===== config.mk =====
export PLATFORM = sky130hd
export DESIGN_NAME = sipo_rx_flat
export DESIGN_NICKNAME = d
export VERILOG_FILES = /design/src/rtl/sipo_rx_if.sv /design/src/rtl/sipo_rx.sv /design/src/flat_wrapper.sv
export SDC_FILE = /design/constraint.sdc
export NUM_CORES = 1
export LEC_CHECK = 0
export CAP_MARGIN = 20
export CORE_AREA = 3 3 40 42
export CTS_CLUSTER_SIZE = 16
export DETAILED_ROUTE_END_ITERATION = 10
export DIE_AREA = 0 0 43 45
export HOLD_SLACK_MARGIN = 0.02
export PLACE_DENSITY = 0.69
export SETUP_SLACK_MARGIN = 0.5
export SLEW_MARGIN = 5
export SYNTH_ARGS = -nofsm -noshare
export SYNTH_HDL_FRONTEND = slang
export SYNTH_SLANG_ARGS = --single-unit

===== constraint.sdc =====
create_clock -name clk -period 1.1 [get_ports clk]
set_input_delay 0.11 -clock clk [delete_from_list [all_inputs] [get_ports clk]]
set_output_delay 0.11 -clock clk [all_outputs]
set_load 0.02 [all_outputs]

===== src/rtl/sipo_rx_if.sv =====
// Handshake bundle between a serial bit source / word consumer and sipo_rx.
// The parity_err signal exists only when SIPO_RX_PARITY_EN is defined.
interface sipo_rx_if #(
    parameter int unsigned WIDTH = 4
);
    logic             d;
    logic             en;
    logic             start;
    logic             ack;
    logic [WIDTH-1:0] q;
    logic             valid;
    logic             busy;
    logic             overrun;
`ifdef SIPO_RX_PARITY_EN
    logic             parity_err;

    modport master (output d, en, start, ack,
                    input  q, valid, busy, overrun, parity_err);
    modport slave  (input  d, en, start, ack,
                    output q, valid, busy, overrun, parity_err);
`else
    modport master (output d, en, start, ack,
                    input  q, valid, busy, overrun);
    modport slave  (input  d, en, start, ack,
                    output q, valid, busy, overrun);
`endif
endinterface


===== src/rtl/sipo_rx.sv =====
// Serial-in/parallel-out word receiver with valid/ack output handshake.
// Define SIPO_RX_PARITY_EN to append an even-parity bit to every frame.
module sipo_rx #(
    parameter int unsigned WIDTH     = 4,
    parameter bit          MSB_FIRST = 1'b1
) (
    input logic     clk,
    input logic     reset,
    sipo_rx_if.slave bus
);

`ifdef SIPO_RX_PARITY_EN
    localparam int unsigned LAST = WIDTH;
`else
    localparam int unsigned LAST = WIDTH - 1;
`endif
    localparam int unsigned CNT_W = $clog2(LAST + 1);

    typedef enum logic {
        IDLE  = 1'b0,
        SHIFT = 1'b1
    } state_e;

    state_e             state_q, state_d;
    logic [CNT_W-1:0]   cnt_q, cnt_d;
    logic [WIDTH-1:0]   sr_q, sr_d;
    logic [WIDTH-1:0]   q_q, q_d;
    logic               valid_q, valid_d;
    logic               busy_q, busy_d;
    logic               ovr_q, ovr_d;
`ifdef SIPO_RX_PARITY_EN
    logic               par_q, par_d;
    logic               perr_q, perr_d;
`endif

    logic [WIDTH-1:0]   shifted;
    logic [WIDTH-1:0]   first;
    logic [WIDTH-1:0]   word;
    logic               done;

    always_ff @(posedge clk) begin
        if (reset) begin
            state_q <= IDLE;
            cnt_q   <= '0;
            sr_q    <= '0;
            q_q     <= '0;
            valid_q <= 1'b0;
            busy_q  <= 1'b0;
            ovr_q   <= 1'b0;
`ifdef SIPO_RX_PARITY_EN
            par_q   <= 1'b0;
            perr_q  <= 1'b0;
`endif
        end else begin
            state_q <= state_d;
            cnt_q   <= cnt_d;
            sr_q    <= sr_d;
            q_q     <= q_d;
            valid_q <= valid_d;
            busy_q  <= busy_d;
            ovr_q   <= ovr_d;
`ifdef SIPO_RX_PARITY_EN
            par_q   <= par_d;
            perr_q  <= perr_d;
`endif
        end
    end

    always_comb begin
        state_d = state_q;
        cnt_d   = cnt_q;
        sr_d    = sr_q;
        q_d     = q_q;
        valid_d = valid_q;
        ovr_d   = ovr_q;
        busy_d  = 1'b0;
        done    = 1'b0;
`ifdef SIPO_RX_PARITY_EN
        par_d   = par_q;
        perr_d  = perr_q;
`endif

        if (MSB_FIRST) begin
            shifted = {sr_q[WIDTH-2:0], bus.d};
            first   = {{(WIDTH-1){1'b0}}, bus.d};
        end else begin
            shifted = {bus.d, sr_q[WIDTH-1:1]};
            first   = {bus.d, {(WIDTH-1){1'b0}}};
        end

        // With parity the final bit is the parity bit, so the word is already fully shifted in.
`ifdef SIPO_RX_PARITY_EN
        word = sr_q;
`else
        word = shifted;
`endif

        if (bus.en) begin
            if (bus.start) begin
                state_d = SHIFT;
                cnt_d   = CNT_W'(1);
                sr_d    = first;
`ifdef SIPO_RX_PARITY_EN
                par_d   = bus.d;
`endif
            end else if (state_q == SHIFT) begin
                if (cnt_q == CNT_W'(LAST)) begin
                    done    = 1'b1;
                    state_d = IDLE;
                    cnt_d   = '0;
                end else begin
                    cnt_d   = cnt_q + CNT_W'(1);
                    sr_d    = shifted;
`ifdef SIPO_RX_PARITY_EN
                    par_d   = par_q ^ bus.d;
`endif
                end
            end
        end

        // A completed word loads only into a free (or simultaneously acked) output slot.
        if (done) begin
            if (!valid_q || bus.ack) begin
                q_d     = word;
                valid_d = 1'b1;
`ifdef SIPO_RX_PARITY_EN
                perr_d  = par_q ^ bus.d;
`endif
            end else begin
                ovr_d   = 1'b1;
            end
        end else if (bus.ack) begin
            valid_d = 1'b0;
        end

        busy_d = (state_d == SHIFT);
    end

    assign bus.q       = q_q;
    assign bus.valid   = valid_q;
    assign bus.busy    = busy_q;
    assign bus.overrun = ovr_q;
`ifdef SIPO_RX_PARITY_EN
    assign bus.parity_err = perr_q;
`endif

endmodule


===== src/flat_wrapper.sv =====
// flat-port wrapper written by rule: the top's interface ports become plain ports
module sipo_rx_flat 
#(
    parameter int unsigned WIDTH     = 4,
    parameter bit          MSB_FIRST = 1'b1
)
  (clk, reset, bus_d, bus_en, bus_start, bus_ack, bus_q, bus_valid, bus_busy, bus_overrun);
  sipo_rx_if #(.WIDTH(WIDTH)) bus_i ();
  input logic clk;
  input logic reset;
  input wire logic [$bits(bus_i.d)-1:0] bus_d;
  input wire logic [$bits(bus_i.en)-1:0] bus_en;
  input wire logic [$bits(bus_i.start)-1:0] bus_start;
  input wire logic [$bits(bus_i.ack)-1:0] bus_ack;
  output wire logic [$bits(bus_i.q)-1:0] bus_q;
  output wire logic [$bits(bus_i.valid)-1:0] bus_valid;
  output wire logic [$bits(bus_i.busy)-1:0] bus_busy;
  output wire logic [$bits(bus_i.overrun)-1:0] bus_overrun;
  assign bus_i.d = bus_d;
  assign bus_i.en = bus_en;
  assign bus_i.start = bus_start;
  assign bus_i.ack = bus_ack;
  assign bus_q = bus_i.q;
  assign bus_valid = bus_i.valid;
  assign bus_busy = bus_i.busy;
  assign bus_overrun = bus_i.overrun;
  sipo_rx #(.WIDTH(WIDTH), .MSB_FIRST(MSB_FIRST)) u_core (.clk(clk), .reset(reset), .bus(bus_i));
endmodule

* After elaboration in Yosys (flattened, before gate mapping)
Index checks and enable logic that the tools add are counted.
** Word-level totals
- Bits in registers :: 12
- Output and inout bits :: 7
- Word-level logic and storage cells :: 36
** Operators by class
- Add/subtract/negate cells :: 1
- Reductions and logical operators :: 9
- Bitwise gates (word level) :: 1
- Equal/unequal tests :: 3
- Multiplexer cells :: 16
** Operators by type and width (count)
- 1-bit 2-to-1 mux :: 10
- 3-bit 2-to-1 mux :: 3
- 2-bit AND reduction :: 4
- 2-bit 2-to-1 mux :: 3
- 2-bit inequality test, second input constant :: 2
- 2-bit nonzero test :: 2
- 3-bit AND reduction :: 1
- 2-bit by 1-bit adder with 2-bit output, second input constant :: 1
- 2-bit equality test, second input constant :: 1
- 1-bit logical NOT :: 1
- 1-bit logical OR :: 1
- 1-bit inverter :: 1

* Logic depth before layout (Yosys ltp)
- Word-level depth :: 7
- Gate-level depth with buffers :: 4
- Mapped depth without buffers :: 4

* Worst setup path before layout
Ideal clock, no wire load.
- Path type :: reg2reg
- From :: register, netlist name u_core.bus.busy
- To :: register u_core.sr_q[1]
- Path slack :: 0.016 ns
- Clock period less this slack :: 1.084 ns
- Stages on the path, launching flop included :: 4
- Arrival :: 1.012 ns
- Buffers on the path :: 0
- Required time :: 1.028 ns
- Setup time :: 0.072 ns
- Path through :: dfxtp_1 -> nor2b_1 -> o21a_1 -> mux2i_1
** RTL lines
- to (signal assigned) :: RTL line sipo_rx.sv:57 : sr_q <= sr_d;
- to (decl) :: RTL line sipo_rx.sv:26 : logic [WIDTH-1:0] sr_q, sr_d;

* Final worst setup path
- From :: register u_core.cnt_q[1]
- To :: register u_core.q_q[1] (netlist: u_core.bus.q[1])
** On the way
- Longest elaborated chain between the ends :: 6
** RTL lines
- from (decl) :: RTL line sipo_rx.sv:25 : logic [CNT_W-1:0] cnt_q, cnt_d;
- from (signal assigned) :: RTL line sipo_rx.sv:56 : cnt_q <= cnt_d;
- 2-bit equality test :: RTL line sipo_rx.sv:107 : if (cnt_q == CNT_W'(LAST)) begin
- 1-bit 2-to-1 mux :: RTL line sipo_rx.sv:107
- 1-bit 2-to-1 mux :: RTL line sipo_rx.sv:106 : end else if (state_q == SHIFT) begin
- 1-bit 2-to-1 mux :: RTL line sipo_rx.sv:99 : if (bus.start) begin
- 1-bit 2-to-1 mux :: RTL line sipo_rx.sv:98 : if (bus.en) begin
- 2-bit AND reduction (no source line)
- to (signal assigned) :: RTL line sipo_rx.sv:58 : q_q <= q_d;
- to (decl) :: RTL line sipo_rx.sv:27 : logic [WIDTH-1:0] q_q, q_d;
Every way passes these cells.
A chain may end at the register's enable or synchronous reset.

==> results by group <==
GRT
  – Initial antenna violation count: 0
  – Grt total ovfl: 0
  – First-pass GRT wire length: 1850 um
  – Largest net degree at the start of global routing: 9
  – GRT Util Overall: 0.128
  – Vias in the first global route: 437

Placed design
  – I/O Buffers: 12
  – DP HPWL: 787 um
  – Placer Congestion: 0.664
  – DP Area: 674 um2
  – Pre-CTS WS: -0.240 ns

Critical path
  – Worst path bufs/invs: 0
  – Peak per-stage delay on the critical path: 0.35 ns
  – Family with the most delay on the worst path: simple AND/OR/NAND/NOR gates
  – Worst Setup EP: u_core.bus.q[1]
  – R2r setup slk: 0.03 ns
  – R2r endpoint: u_core.bus.q[1]
  – WP data required: 1.31 ns
  – Total number of cells along the worst setup path: 4
  – Setup CP Type: flip-flop to flip-flop
  – Crit-path cells: ha_4 -> and4b_2 -> nand3_1 -> a21oi_1
  – CP Launch Type: flip-flop
  – CP Capture Type: flip-flop
  – Slowest CP cell: dfxtp_2
  – Critical path origin: u_core.cnt_q[1]
  – RR Startpoint: u_core.cnt_q[1]
  – R2R depth: 4
  – Critical path peak fanout: 5
  – WP data arrival: 1.28 ns

STA
  – Fin crit share: 0.972
  – Min cycle time layout: 1.07 ns
  – Clk_skew: a little over 0.006 ns
  – Final hold slack: 0.357 ns
  – Final Hold Fails: 0
  – Max Clock Freq: 0.935 GHz
  – Final worst slack: around 0.031 ns
  – Slew @ Worst Pin: 0.234 ns
  – RSZ-0062 raised after global routing: true
  – Final Max Slew Viols: 0
  – Final setup fails: 0
  – Relative max-transition margin: 0.844

Hold path
  – Worst hold path class: primary input to flip-flop

Power
  – Sw frac: 0.223
  – Switch Pwr: 199 uW
  – Seq pwr share: 0.507
  – Comb power frac: 0.094
  – Clk pwr share: 0.399
  – IR drop worst, VDD: roughly 650 uV
  – P_int: 691 uW
  – Overall Power: 890 uW
  – Cell Pwr Density: 1200 nW/um2
  – Leakage: 0.000282 uW

Synthesis
  – Top cells by area, synth: dfxtp_1 (48%), nand2b_1 (7.5%), a21oi_1 (7.0%)
  – Syn Std Cell Area: 503 um2
  – Yosys top cell area share: 0.478
  – Syn_nets: 60
  – Count of cell types in the netlist: 17
  – Synth area leader: dfxtp_1
  – Synth warn: 0
  – FF+latch count, synth: 12
  – Cells after synthesis: 53
  – Sequential element share of the synthesized area: 0.478
  – Synthesized area per cell: 9.49 um2

CTS
  – # H-tree levels: 1
  – Worst-Skew Late Latency: 0.27 ns
  – CTS Buffer Depth: 2
  – Clk slew on worst S/H paths: approximately 0.080 ns
  – Clock Sink Count: 12
  – Root buffer cell: clkbuf_4
  – CTS tree: yes
  – CTS Buf Count: 3

Final layout
  – Area grow syn2layout: 47.8%
  – Filler cell count: 126
  – Share of cells above drive strength 1: 0.408
  – Most frequent cells in the layout: a21oi_1 (7), buf_6 (7), dfxtp_2 (7)
  – Fin area: 743 um2
  – NumNets Final: between 70 and 80
  – Number of diodes: 0

Routing
  – DR iter-0 viols: 9
  – Antenna Violating Nets Remaining: 0
  – Wire per inst: ~12 um
  – Via density: 5.07
  – Via count: ~440
  – Drt first pass iters: 4
  – Post-route DRC: 0
  – Total Wirelength: 1030 um

Floorplan
  – IO Pins: 13
  – Die H: 45 um
  – Die width: 43 um
  – Die area: 1940 um2
  – Core Area: around 1300 um2
  – Starting density of the core: 0.391
  – FP Rows: 13

Flow run
  – Max cap viols: 0

Run status
  – Status: completed
-- flip-flops by register name, indices dropped and copies added, names as in the netlist --
name and count:
u_core.bus.busy 1, u_core.bus.overrun 1, u_core.bus.q 4, u_core.bus.valid 1, u_core.cnt_q 2, u_core.sr_q 3
-- logic make-up after synthesis --
kind of cell	count (synthesis)	share of synthesized area
compound gates	16	0.174
mux	3	0.0597
fa+ha+maj	1	0.0249
buf+inv	1	0.00746
simple gates	20	0.256
flops	12	0.478
-- worst min-delay path by stage --
stage	startpoint	endpoint	slack [ns]	cells past startpoint
2_1_floorplan	bus_d	u_core.sr_q[0]	0.26	2
3_3_place_gp	u_core.cnt_q[0]	u_core.cnt_q[0]	0.45	1
3_5_place_dp	u_core.cnt_q[0]	u_core.cnt_q[0]	0.46	1
4_1_cts	bus_en	u_core.bus.busy	0.35	3
5_1_grt	bus_en	u_core.bus.busy	0.39	3
6_report	bus_en	u_core.bus.busy	0.36	3
-- per-layer routing --
layer  share of wire  vias up  routed length, um  GRT usage
li1                -      229                  -          -
met5               0        -                  0          0
met1            0.49      198                501      0.166
met4               0        0                  0     0.0723
met3           0.042        0                 43     0.0239
met2            0.47        9                480      0.201
-- power groups by stage --
| stage | clock, uW | sequential, uW | combinational [uW] |
|---|---|---|---|
| finish | 355 | 452 | 83.9 |
| global route | 387 | 453 | 91.7 |
| CTS | 361 | 451 | 82.7 |
| detailed placement | 0 | 462 | 76.8 |
| global placement | 0 | 462 | 74.2 |
| floorplan | 0 | 463 | 33.1 |
-- worst reg2reg max path, stage by stage (launching register included) --
cell     delay (ns)
dfxtp_2        0.35
ha_4           0.14
and4b_2        0.28
nand3_1        0.10
a21oi_1        0.14
-- synthesized netlist by cell type --
master    instances
a22oi_1           1
ha_1              1
clkbuf_1          1
a211oi_1          1
nand3_1           4
and3b_1           1
nor2b_1           3
or3b_1            2
nand2b_1          6
o21ai_1           6
o21a_1            1
dfxtp_1          12
mux2i_1           3
nand4b_1          1
a21oi_1           7
nor2_1            2
and4b_1           1
-- metrics by stage --
stage | setup TNS [ns] | cells | util
2_1_floorplan | 0 | 53 | -
3_3_place_gp | -1.53 | 81 | 0.525
3_5_place_dp | -1.90 | 81 | 0.525
4_1_cts | 0 | 86 | 0.574
5_1_grt | -0.234 | 86 | 0.578
6_report | 0 | 86 | 0.578
-- repair_timing --
item	4_1_cts	5_1_grt
endpoints found under the setup margin	19	19
endpoints found under the hold margin	0	0
pin swaps	3	2
buffers inserted	1	0
hold buffers	0	0
gates resized for setup	48	6
-- layout make-up --
type / count / area (um2) / area share
multi-input combinational: 40 / 287 / 0.386
sequential: 12 / 253 / 0.340
timing repair buffer: 15 / 149 / 0.200
clock buffer: 4 / 36.3 / 0.0488
tap: 15 / 18.8 / 0.0253
Note: power is estimated with default switching activity, not from simulation.
